$ cat src/rtl/eq_led_pkg.sv
// Shared types, thresholds and sample arithmetic for the stereo LED VU meter.
// Used by vu_chan and led_vu_meter.
package eq_led_pkg;

   typedef logic [2:0]  level_t;   // bar or hold level, 0..4
   typedef logic [14:0] abs_t;     // sample magnitude
   typedef logic [3:0]  seg_t;     // one 4-segment bar

   localparam int NUM_SEG = 4;
   localparam abs_t THR [0:3] = '{15'd2048, 15'd4096, 15'd8192, 15'd16384};

   // |s| as 15 bits; the one magnitude that does not fit (-32768) saturates.
   function automatic abs_t abs_sat(input logic signed [15:0] s);
      logic [15:0] mag;
      mag = s[15] ? 16'(-s) : 16'(s);
      return mag[15] ? 15'h7FFF : mag[14:0];
   endfunction

   // A geometric decay step that still reaches zero once the shifted step vanishes.
   function automatic abs_t dec_peak(input abs_t p, input int unsigned shift);
      abs_t step;
      step = p >> shift;
      if (step != '0) begin
         return p - step;
      end else if (p != '0) begin
         return p - 15'd1;
      end
      return p;
   endfunction

   function automatic seg_t therm(input abs_t p);
      seg_t t;
      t = '0;
      for (int i = 0; i < NUM_SEG; i++) begin
         t[i] = (p >= THR[i]);
      end
      return t;
   endfunction

   function automatic level_t seg_level(input seg_t s);
      level_t lvl;
      lvl = '0;
      for (int i = 0; i < NUM_SEG; i++) begin
         lvl = lvl + level_t'(s[i]);
      end
      return lvl;
   endfunction

   function automatic seg_t hold_dot(input level_t h);
      seg_t d;
      case (h)
         3'd1:    d = 4'b0001;
         3'd2:    d = 4'b0010;
         3'd3:    d = 4'b0100;
         3'd4:    d = 4'b1000;
         default: d = 4'b0000;
      endcase
      return d;
   endfunction

endpackage

$ cat src/rtl/vu_chan.sv
// One meter channel: magnitude capture, decaying peak, thermometer bar and,
// with LED_PEAK_HOLD_EN, a peak-hold dot.
module vu_chan
   import eq_led_pkg::*;
#(
   parameter int unsigned DECAY_SHIFT = 3
`ifdef LED_PEAK_HOLD_EN
   , parameter int unsigned HOLD_SMPLS = 12288
`endif
) (
   input  logic               clk,
   input  logic               rst,
   input  logic               cap,
   input  logic signed [15:0] smp,
   input  logic               upd,
   input  logic               dec_evt,
`ifdef LED_PEAK_HOLD_EN
   input  logic               adv,
`endif
   input  logic               blank,
   output seg_t               seg
);

   abs_t abs_d, abs_q;
   abs_t peak_d, peak_q;
   abs_t peak_base;
   seg_t seg_d, seg_q;

   always_comb begin
      abs_d = abs_q;
      if (cap) begin
         abs_d = abs_sat(smp);
      end
   end

   // The decay is applied before the max so a loud sample on a decay event wins.
   always_comb begin
      peak_base = dec_evt ? dec_peak(peak_q, DECAY_SHIFT) : peak_q;
      peak_d    = peak_q;
      if (blank) begin
         peak_d = '0;
      end else if (upd) begin
         peak_d = (abs_q > peak_base) ? abs_q : peak_base;
      end
   end

`ifdef LED_PEAK_HOLD_EN
   localparam int unsigned HCW = $clog2(HOLD_SMPLS + 1);
   localparam logic [HCW-1:0] HOLD_RELOAD = HCW'(HOLD_SMPLS);

   level_t         hold_d, hold_q;
   level_t         bar_lvl;
   logic [HCW-1:0] hcnt_d, hcnt_q;

   always_comb begin
      hold_d  = hold_q;
      hcnt_d  = hcnt_q;
      bar_lvl = seg_level(therm(peak_q));
      if (blank) begin
         hold_d = '0;
         hcnt_d = '0;
      end else if (adv) begin
         if (bar_lvl > hold_q) begin
            hold_d = bar_lvl;
            hcnt_d = HOLD_RELOAD;
         end else if (hcnt_q == '0) begin
            if (hold_q != '0) begin
               hold_d = hold_q - 3'd1;
            end
            hcnt_d = HOLD_RELOAD;
         end else begin
            hcnt_d = hcnt_q - HCW'(1);
         end
      end
      seg_d = blank ? '0 : (therm(peak_q) | hold_dot(hold_d));
   end

   always_ff @(posedge clk) begin
      if (rst) begin
         hold_q <= '0;
         hcnt_q <= '0;
      end else begin
         hold_q <= hold_d;
         hcnt_q <= hcnt_d;
      end
   end
`else
   always_comb begin
      seg_d = blank ? '0 : therm(peak_q);
   end
`endif

   // NOTE: non-blocking assignments here so every stage samples its inputs
   // before any register in the pipeline updates.
   always_ff @(posedge clk) begin
      if (rst) begin
         abs_q  <= '0;
         peak_q <= '0;
         seg_q  <= '0;
      end else begin
         abs_q  <= abs_d;
         peak_q <= peak_d;
         seg_q  <= seg_d;
      end
   end

   assign seg = seg_q;

endmodule

$ cat src/rtl/led_vu_meter.sv
// Stereo VU meter driving LED[7:4] (left) and LED[3:0] (right) as bars.
// Define LED_PEAK_HOLD_EN to add a per-channel peak-hold dot.
module led_vu_meter
   import eq_led_pkg::*;
#(
   parameter int unsigned DECAY_SMPLS = 256,
   parameter int unsigned DECAY_SHIFT = 3,
   parameter int unsigned IDLE_CLKS   = 1048576
`ifdef LED_PEAK_HOLD_EN
   , parameter int unsigned HOLD_SMPLS = 12288
`endif
) (
   input  logic               clk,
   input  logic               rst,
   input  logic               valid,
   input  logic signed [15:0] lft_out,
   input  logic signed [15:0] rht_out,
   output logic [7:0]         LED
);

   localparam int unsigned DCW = (DECAY_SMPLS > 1) ? $clog2(DECAY_SMPLS) : 1;
   localparam int unsigned ICW = (IDLE_CLKS > 1) ? $clog2(IDLE_CLKS) : 1;
   localparam logic [DCW-1:0] DEC_LAST  = DCW'(DECAY_SMPLS - 1);
   localparam logic [ICW-1:0] IDLE_LAST = ICW'(IDLE_CLKS - 1);

   logic           valid_d, valid_q;
   logic           strobe;
   logic           dec_evt;
   logic           blank;
   logic [DCW-1:0] dcnt_d, dcnt_q;
   logic [ICW-1:0] idle_d, idle_q;
   logic           s1_vld_d, s1_vld_q;
   logic           s1_dec_d, s1_dec_q;
`ifdef LED_PEAK_HOLD_EN
   logic           s2_vld_d, s2_vld_q;
`endif
   seg_t           seg_l, seg_r;

   always_comb begin
      valid_d  = valid;
      strobe   = valid & ~valid_q;
      dec_evt  = strobe & (dcnt_q == DEC_LAST);
      s1_vld_d = strobe;
      s1_dec_d = dec_evt;
`ifdef LED_PEAK_HOLD_EN
      s2_vld_d = s1_vld_q;
`endif
   end

   always_comb begin
      dcnt_d = dcnt_q;
      if (strobe) begin
         dcnt_d = dec_evt ? '0 : dcnt_q + DCW'(1);
      end
   end

   // A strobe arriving on the saturating cycle keeps the meter alive.
   always_comb begin
      blank  = ~strobe & (idle_q == IDLE_LAST);
      idle_d = idle_q;
      if (strobe) begin
         idle_d = '0;
      end else if (idle_q != IDLE_LAST) begin
         idle_d = idle_q + ICW'(1);
      end
   end

   always_ff @(posedge clk) begin
      if (rst) begin
         valid_q  <= 1'b0;
         dcnt_q   <= '0;
         idle_q   <= '0;
         s1_vld_q <= 1'b0;
         s1_dec_q <= 1'b0;
      end else begin
         valid_q  <= valid_d;
         dcnt_q   <= dcnt_d;
         idle_q   <= idle_d;
         s1_vld_q <= s1_vld_d;
         s1_dec_q <= s1_dec_d;
      end
   end

`ifdef LED_PEAK_HOLD_EN
   always_ff @(posedge clk) begin
      if (rst) begin
         s2_vld_q <= 1'b0;
      end else begin
         s2_vld_q <= s2_vld_d;
      end
   end
`endif

   vu_chan #(
      .DECAY_SHIFT (DECAY_SHIFT)
`ifdef LED_PEAK_HOLD_EN
      , .HOLD_SMPLS (HOLD_SMPLS)
`endif
   ) u_left (
      .clk     (clk),
      .rst     (rst),
      .cap     (strobe),
      .smp     (lft_out),
      .upd     (s1_vld_q),
      .dec_evt (s1_dec_q),
`ifdef LED_PEAK_HOLD_EN
      .adv     (s2_vld_q),
`endif
      .blank   (blank),
      .seg     (seg_l)
   );

   vu_chan #(
      .DECAY_SHIFT (DECAY_SHIFT)
`ifdef LED_PEAK_HOLD_EN
      , .HOLD_SMPLS (HOLD_SMPLS)
`endif
   ) u_right (
      .clk     (clk),
      .rst     (rst),
      .cap     (strobe),
      .smp     (rht_out),
      .upd     (s1_vld_q),
      .dec_evt (s1_dec_q),
`ifdef LED_PEAK_HOLD_EN
      .adv     (s2_vld_q),
`endif
      .blank   (blank),
      .seg     (seg_r)
   );

   assign LED = {seg_l, seg_r};

endmodule

$ cat config.mk
export PLATFORM = sky130hd
export DESIGN_NAME = led_vu_meter
export DESIGN_NICKNAME = d
export VERILOG_FILES = /design/src/rtl/eq_led_pkg.sv /design/src/rtl/vu_chan.sv /design/src/rtl/led_vu_meter.sv
export SDC_FILE = /design/constraint.sdc
export NUM_CORES = 1
export LEC_CHECK = 0
export ABC_CLOCK_PERIOD_IN_PS = 5000
export CAP_MARGIN = 20
export CORE_ASPECT_RATIO = 1.5
export CORE_UTILIZATION = 60
export DETAILED_ROUTE_END_ITERATION = 8
export GPL_ROUTABILITY_DRIVEN = 0
export PLACE_DENSITY = 0.81
export REMOVE_ABC_BUFFERS = 1
export SYNTH_ARGS = -nofsm -noshare
export SYNTH_HDL_FRONTEND = slang
export SYNTH_SLANG_ARGS = --single-unit
export TNS_END_PERCENT = 30
$ cat constraint.sdc
create_clock -name clk -period 5 [get_ports clk]
set_clock_uncertainty 0.15 [all_clocks]
set_input_delay 1 -clock clk [delete_from_list [all_inputs] [get_ports clk]]
set_output_delay 1 -clock clk [all_outputs]
set_load 0.05 [all_outputs]
# Yosys cells after proc, flatten, opt, wreduce, memory -nomap -nowiden

Cells that the tools add are included.

$add $sub $neg: 8
Multiply operators: 0
Divide/modulo/power cells: 0
Magnitude comparators: 10
Eq/ne operators: 3
Shifts and indexed selects: 0
Mux-type cells: 19
Bitwise operators: 5
Reductions and logical operators: 6

Operator list:

| cell                                                                                   | number |
|---|---|
| 15-bit 2-to-1 mux                                                                      | 12 |
| 15-bit nonzero test                                                                    | 4 |
| 16-bit 2-to-1 mux                                                                      | 2 |
| 16-bit negator                                                                         | 2 |
| 15-bit by 12-bit greater-or-equal comparator with 1-bit output (second input constant) | 2 |
| 15-bit by 13-bit greater-or-equal comparator with 1-bit output (second input constant) | 2 |
| 15-bit by 14-bit greater-or-equal comparator with 1-bit output (second input constant) | 2 |
| 15-bit greater-or-equal comparator (second input constant)                             | 2 |
| 15-bit greater-than comparator                                                         | 2 |
| 15-bit by 1-bit subtractor with 15-bit output (second input constant)                  | 2 |
| 15-bit by 12-bit subtractor with 15-bit output                                         | 2 |
| 20-bit by 1-bit adder with 20-bit output (second input constant)                       | 1 |
| 20-bit equality test (second input constant)                                           | 1 |
| 20-bit inequality test (second input constant)                                         | 1 |
| 8-bit by 1-bit adder with 8-bit output (second input constant)                         | 1 |
| 8-bit equality test (second input constant)                                            | 1 |
| 8-bit 2-to-1 mux                                                                       | 1 |
| 1-bit 2-to-1 mux                                                                       | 4 |
| 2-bit OR reduction                                                                     | 2 |
| 1-bit bitwise AND                                                                      | 3 |
| 1-bit NOT                                                                              | 2 |

Register bits after elaboration: 99
Latch bits: 0
RAM bits: 0
Memory bits (read-only): 0
Bits of input ports: 35
Output and inout bits: 8
Word-level logic and storage cells: 62
Memories: 0

# Logic depth before layout (Yosys ltp)

Depth after elaboration: 7
Depth in mapped cells: 21
Gate-level depth less buffers: 19

# Hierarchy

From an unflattened synthesis, not the netlist that was laid out.

Cells, all modules: 904
Area, all modules: 7335.8 um^2

By module, submodules not included:

| module            | instances | cells each | area each (um^2) | sequential area each (um^2) |
|---|---|---|---|---|
| vu_chan (u_right) | 1         | 361        | 2922.8           | 680.7 |
| vu_chan (u_left)  | 1         | 357        | 2879.0           | 680.7 |
| led_vu_meter      | 1         | 186        | 1534.0           | 620.6 |

# Worst setup path before layout

Ideal clock, no wire load.

Path type: reg-to-reg
Start point: register u_left.peak_q[11]
End point: register u_left.peak_q[6]
Setup time: 0.126 ns
Arrival time: 4.261 ns
Data required time: 4.724 ns
Path slack: 0.462 ns
Stages on the path, launching flop included: 21
Path buffers: 2
Period minus slack after synthesis: 4.538 ns
Cell sequence: dfxtp_1 -> nor4_1 -> a31o_2 -> ha_1 -> inv_1 -> fa_1 -> a21o_1 -> a31o_2 -> a21oi_1 -> a31oi_1 -> xor2_1 -> mux2i_1 -> ha_1 -> a21oi_1 -> o21ai_0 -> a221oi_1 -> a21oi_1 -> clkbuf_1 -> clkbuf_1 -> a41oi_1 -> o21ai_0

Cells in the longest elaborated chain, start to end: 7
Elaborated cells between the ends (all ways): 12
Those cells by class: add/sub: 2; order compare: 1; mux: 7; reduce/logical: 2

Ends and longest elaborated chain:

| element                                                                              | line                               | text |
|---|---|---|
| from (decl)                                                                          | vu_chan.sv:25                      | `abs_t peak_d, peak_q;` |
| from (signal assigned)                                                               | vu_chan.sv:102                     | `peak_q <= peak_d;` |
| 15-bit by 1-bit subtractor with 15-bit output or 15-bit nonzero test (tied branches) | eq_led_pkg.sv:26, eq_led_pkg.sv:25 |  |
| 15-bit 2-to-1 mux or 1-bit 2-to-1 mux (tied branches)                                | eq_led_pkg.sv:25                   | `end else if (p != '0) begin` |
| 15-bit 2-to-1 mux or 1-bit 2-to-1 mux (tied branches)                                | eq_led_pkg.sv:23                   | `if (step != '0) begin` |
| 15-bit 2-to-1 mux                                                                    | eq_led_pkg.sv:28                   | `return p;` |
| 15-bit 2-to-1 mux *                                                                  | vu_chan.sv:38                      | `peak_base = dec_evt ? dec_peak(peak_q, DECAY_SHIFT) : peak_q;` |
| 15-bit greater-than comparator                                                       | vu_chan.sv:43                      | `peak_d = (abs_q > peak_base) ? abs_q : peak_base;` |
| 15-bit 2-to-1 mux *                                                                  | vu_chan.sv:43                      |  |

Mark *: on every way between the ends. The rest lies on a longest branch, timed or not. The select of a mux whose other input is x is not followed.
A chain may end at the register's enable or synchronous reset.

# Worst setup path in the final report

Start point: register u_left.peak_q[3]
End point: register u_left.peak_q[9]

The elaborated chain is that of the path after synthesis.

==> summary.txt <==
Floorplanning
  • Die Wd: around 90 um
  • CORE AREA: 0.01106 mm2
  • Row count: 47
  • DIE AREA: between 0.01 and 0.015 mm2
  • IO Pins: 43
  • Initial Utilization: 61.95%
  • Die Height: approximately 130 um

Synthesis
  • Synth area leaders: dfxtp_1 (29%), ha_1 (11%), xor2_1 (5.2%)
  • Seq/Total Area, Yosys: approximately 29%
  • Synth Register Bits: 99
  • Top FF cell, synth: dfxtp_1
  • Synth top area share: between 20% and 30%
  • Cells after Synth: 843
  • EDFF count, synth: 0
  • Distinct cells, synth: 72
  • Synth Warn #: 0
  • Post-synth top cells: dfxtp_1 (99), nor2_1 (93), a21oi_1 (67), ha_1 (60), nand2_1 (58)
  • Mapped Avg Cell Area: ~8.1 um2
  • Mapped cell area: 0.006849 mm2
  • Count leader, synth: dfxtp_1
  • Cell taking the most area after synthesis: dfxtp_1
  • Asr flop ratio synth: 0%

Global routing
  • Largest net degree at the start of global routing: 45
  • GRT overflow: 0
  • Global-route wire length before repair: roughly 28000 um
  • Initial antenna violation count: 0
  • Vias in the first global route: roughly 6300
  • Tot GR Track Use: just over 30%

Pwr
  • Reg power frac: a little over a third
  • Int Pwr: 1575 uW
  • Power Dens Cells: approximately 300 mW/mm2
  • Total leakage power: 0.002956 uW
  • VDD IR max: around 0.00017 V
  • Logic pwr share: 36.6%
  • Switching power: 828.0 uW
  • Total power after layout: 2403 uW
  • Sw frac: 34.46%
  • Clk pwr share: 27.4%

Worst setup path
  • Critical path, cell by cell: nor4_2, a31o_2, ha_1, inv_1, fa_1, a21o_1, a31o_2, a22o_1, nor2_2, nand2_1, xnor2_2, ha_1, and4_1, a221oi_2, a21oi_2, buf_12, or4_1, a31oi_1
  • Worst path slowest cell: or4_1
  • Reg-to-Reg Start: u_left.peak_q[3]
  • RR Endpoint: u_left.peak_q[9]
  • Setup CP Type: register to register
  • CP arrival: 4.94 ns
  • WP data required: between 5 and 6 ns
  • Reg2reg setup slack: 0.17 ns
  • Critical path peak fanout: 29
  • Register-to-Register Path Depth: 18
  • CP startpoint kind: register
  • Worst setup EP type: register
  • Crit-path max cell delay: 0.41 ns

Detailed routing
  • Final wirelength: 17320 um
  • Remaining antenna violation count: 0
  • Post-route DRC violation count: 0
  • 1st-pass router iterations: 5
  • Vias per cell: 6.286
  • WL/cell: around 17 um
  • Routed vias: 6462
  • Starting DRT DRC Count: 371

Hold path
  • Min-Delay Endpoint: idle_q[1]
  • HP Class: register to register
  • Hold path start: idle_q[1]
  • Worst hold stages: 2

Timing
  • Slew HR: 39.17%
  • Final hold vios: 0
  • Setup violators final: 0
  • Least-Margin Pin Slew: 0.9124 ns
  • Final Cycle Share: 96.68%
  • Slew Viols, Final: 0
  • Worst Slack Setup Final: 0.1662 ns
  • Fin Hold WS: 0.3207 ns
  • Max Freq: 206.9 MHz
  • Fin crit period: 4.834 ns
  • Unrepaired setup endpoints after global routing: true

Clocking
  • Worst skew pair latency: 0.34 ns
  • Reg clk slew, reported paths: 0.07 ns
  • H-tree depth: 3
  • Clock sink total: 99
  • Total CTS buffers: 9
  • CTS tree: built
  • CTS root buf: clkbuf_16
  • Clk buf depth: 2

Finish
  • Post-route cell area: 0.007802 mm2
  • Diodes inserted: 0
  • Nets@finish: 973
  • Layout fillers: between 800 and 900
  • Area grow syn2layout: 13.92%
  • Share of cells above drive strength 1: around 9%
  • Multi-input logic area: 0.004604 mm2
  • Register Area: around 0.0020 mm2
  • Util after Layout: between 70% and 80%

Placement
  • IO Port Bufs: 42
  • Dpl cell area: 0.007430 mm2
  • Dpl ws: approximately 0.025 ns
  • Hpwl dp: between 10000 and 15000 um

Status
  • Status: complete, no violations

Flow run
  • Max Cap Viol: 0
## registers in the layout, indices dropped and copies added (netlist names)
name,flops
idle_q,20
u_left.abs_q,15
u_left.peak_q,15
u_right.abs_q,15
u_right.peak_q,15
dcnt_q,8
u_left.seg,4
u_right.seg,4
s1_dec_q,1
s1_vld_q,1
valid_q,1
## critical path, delay by kind of cell (launching register included)
| family | cells | cell delay, ns |
|---|---|---|
| buffers and inverters | 2 | 0.23 |
| AND/OR/NAND/NOR | 5 | 1.31 |
| XOR/XNOR | 1 | 0.20 |
| adder cells (fa/ha/maj) | 3 | 0.86 |
| flip-flops | 1 | 0.37 |
| AO/OA/AOI/OAI | 7 | 1.60 |
## what timing repair did
item | in CTS | in global routing
buffers inserted | 0 | 3
hold buffers | 0 | 0
endpoints found under the setup margin | 1 | 30
gates resized for setup | 1 | 12
hold endpoints to repair | 0 | 0
pin swaps | 0 | 4
gates cloned | 0 | 0
## worst max-delay path by stage
| stage | cells past startpoint | start | to | slack, ns |
|---|---|---|---|---|
| 2_1_floorplan | 18 | u_left.peak_q[11] | u_left.peak_q[3] | -0.10 |
| 3_3_place_gp | 19 | u_left.peak_q[3] | u_left.peak_q[11] | 0.12 |
| 3_5_place_dp | 19 | u_left.peak_q[3] | u_left.peak_q[9] | 0.03 |
| 4_1_cts | 18 | u_right.peak_q[11] | u_right.peak_q[13] | 0.009 |
| 5_1_grt | 20 | u_left.peak_q[14] | u_left.peak_q[11] | -0.04 |
| 6_report | 18 | u_left.peak_q[3] | u_left.peak_q[9] | 0.17 |
## power by group through the flow
stage | clock network, uW | registers (uW) | logic, uW
6_report | 658 | 866 | 878
3_3_place_gp | 0 | 879 | 804
4_1_cts | 666 | 863 | 835
2_1_floorplan | 0 | 887 | 567
3_5_place_dp | 0 | 880 | 826
5_1_grt | 697 | 870 | 958
## per-layer routing
metal	GRT usage [%]	routed length (um)
met1	32.22	6629
met3	4.117	657
met2	54.75	9106
met4	17.55	922
met5	0	0
## final cells by class
class,count,share of cell area (%)
clock inverter,5,0.4650
timing repair buffer,60,7.377
tap,147,2.357
inverter,47,2.261
sequential,99,25.42
multi-input combinational,659,59.01
clock buffer,11,3.111
## cells in the final DEF (no fill, tap or decap), types with 5 or more instances in the layout
cell type and instances:
nand2_1 58, a211oi_1 18, inv_1 45, or4_1 8
o31ai_1 5, nand4_1 12, nor4_2 5, nand2b_1 6
a21oi_2 5, nor3_1 22, dfxtp_1 98, and4_1 5
a31oi_1 23, or3_1 7, clkbuf_16 9, nand3b_1 5
a221oi_1 8, nand3_1 29, a21o_1 5, and3_1 8
a21oi_1 64, buf_4 16, clkdlybuf4s50_1 41, o21a_1 6
xnor2_1 25, o21ai_0 43, mux2i_1 12, nor2b_1 7
xor2_1 41, a211oi_2 5, nor2_1 92, ha_1 60
## metrics by stage
step | instances | setup TNS, ns
final | 1028 | 0
after global routing | 1028 | -0.05763
after CTS | 1025 | 0
after detailed placement | 1009 | 0
after global placement | 1009 | 0
after floorplan | 805 | -0.2471
## kinds of logic after synthesis
group	after synthesis	share of synthesized area, %
simple gates	290	21.43
flops	99	28.94
fa+ha+maj	62	11.55
mux	16	2.411
xor+xnor	67	8.568
buf+inv	85	4.951
compound gates	224	22.16
No activity file was read; power rests on OpenSTA's default activity.
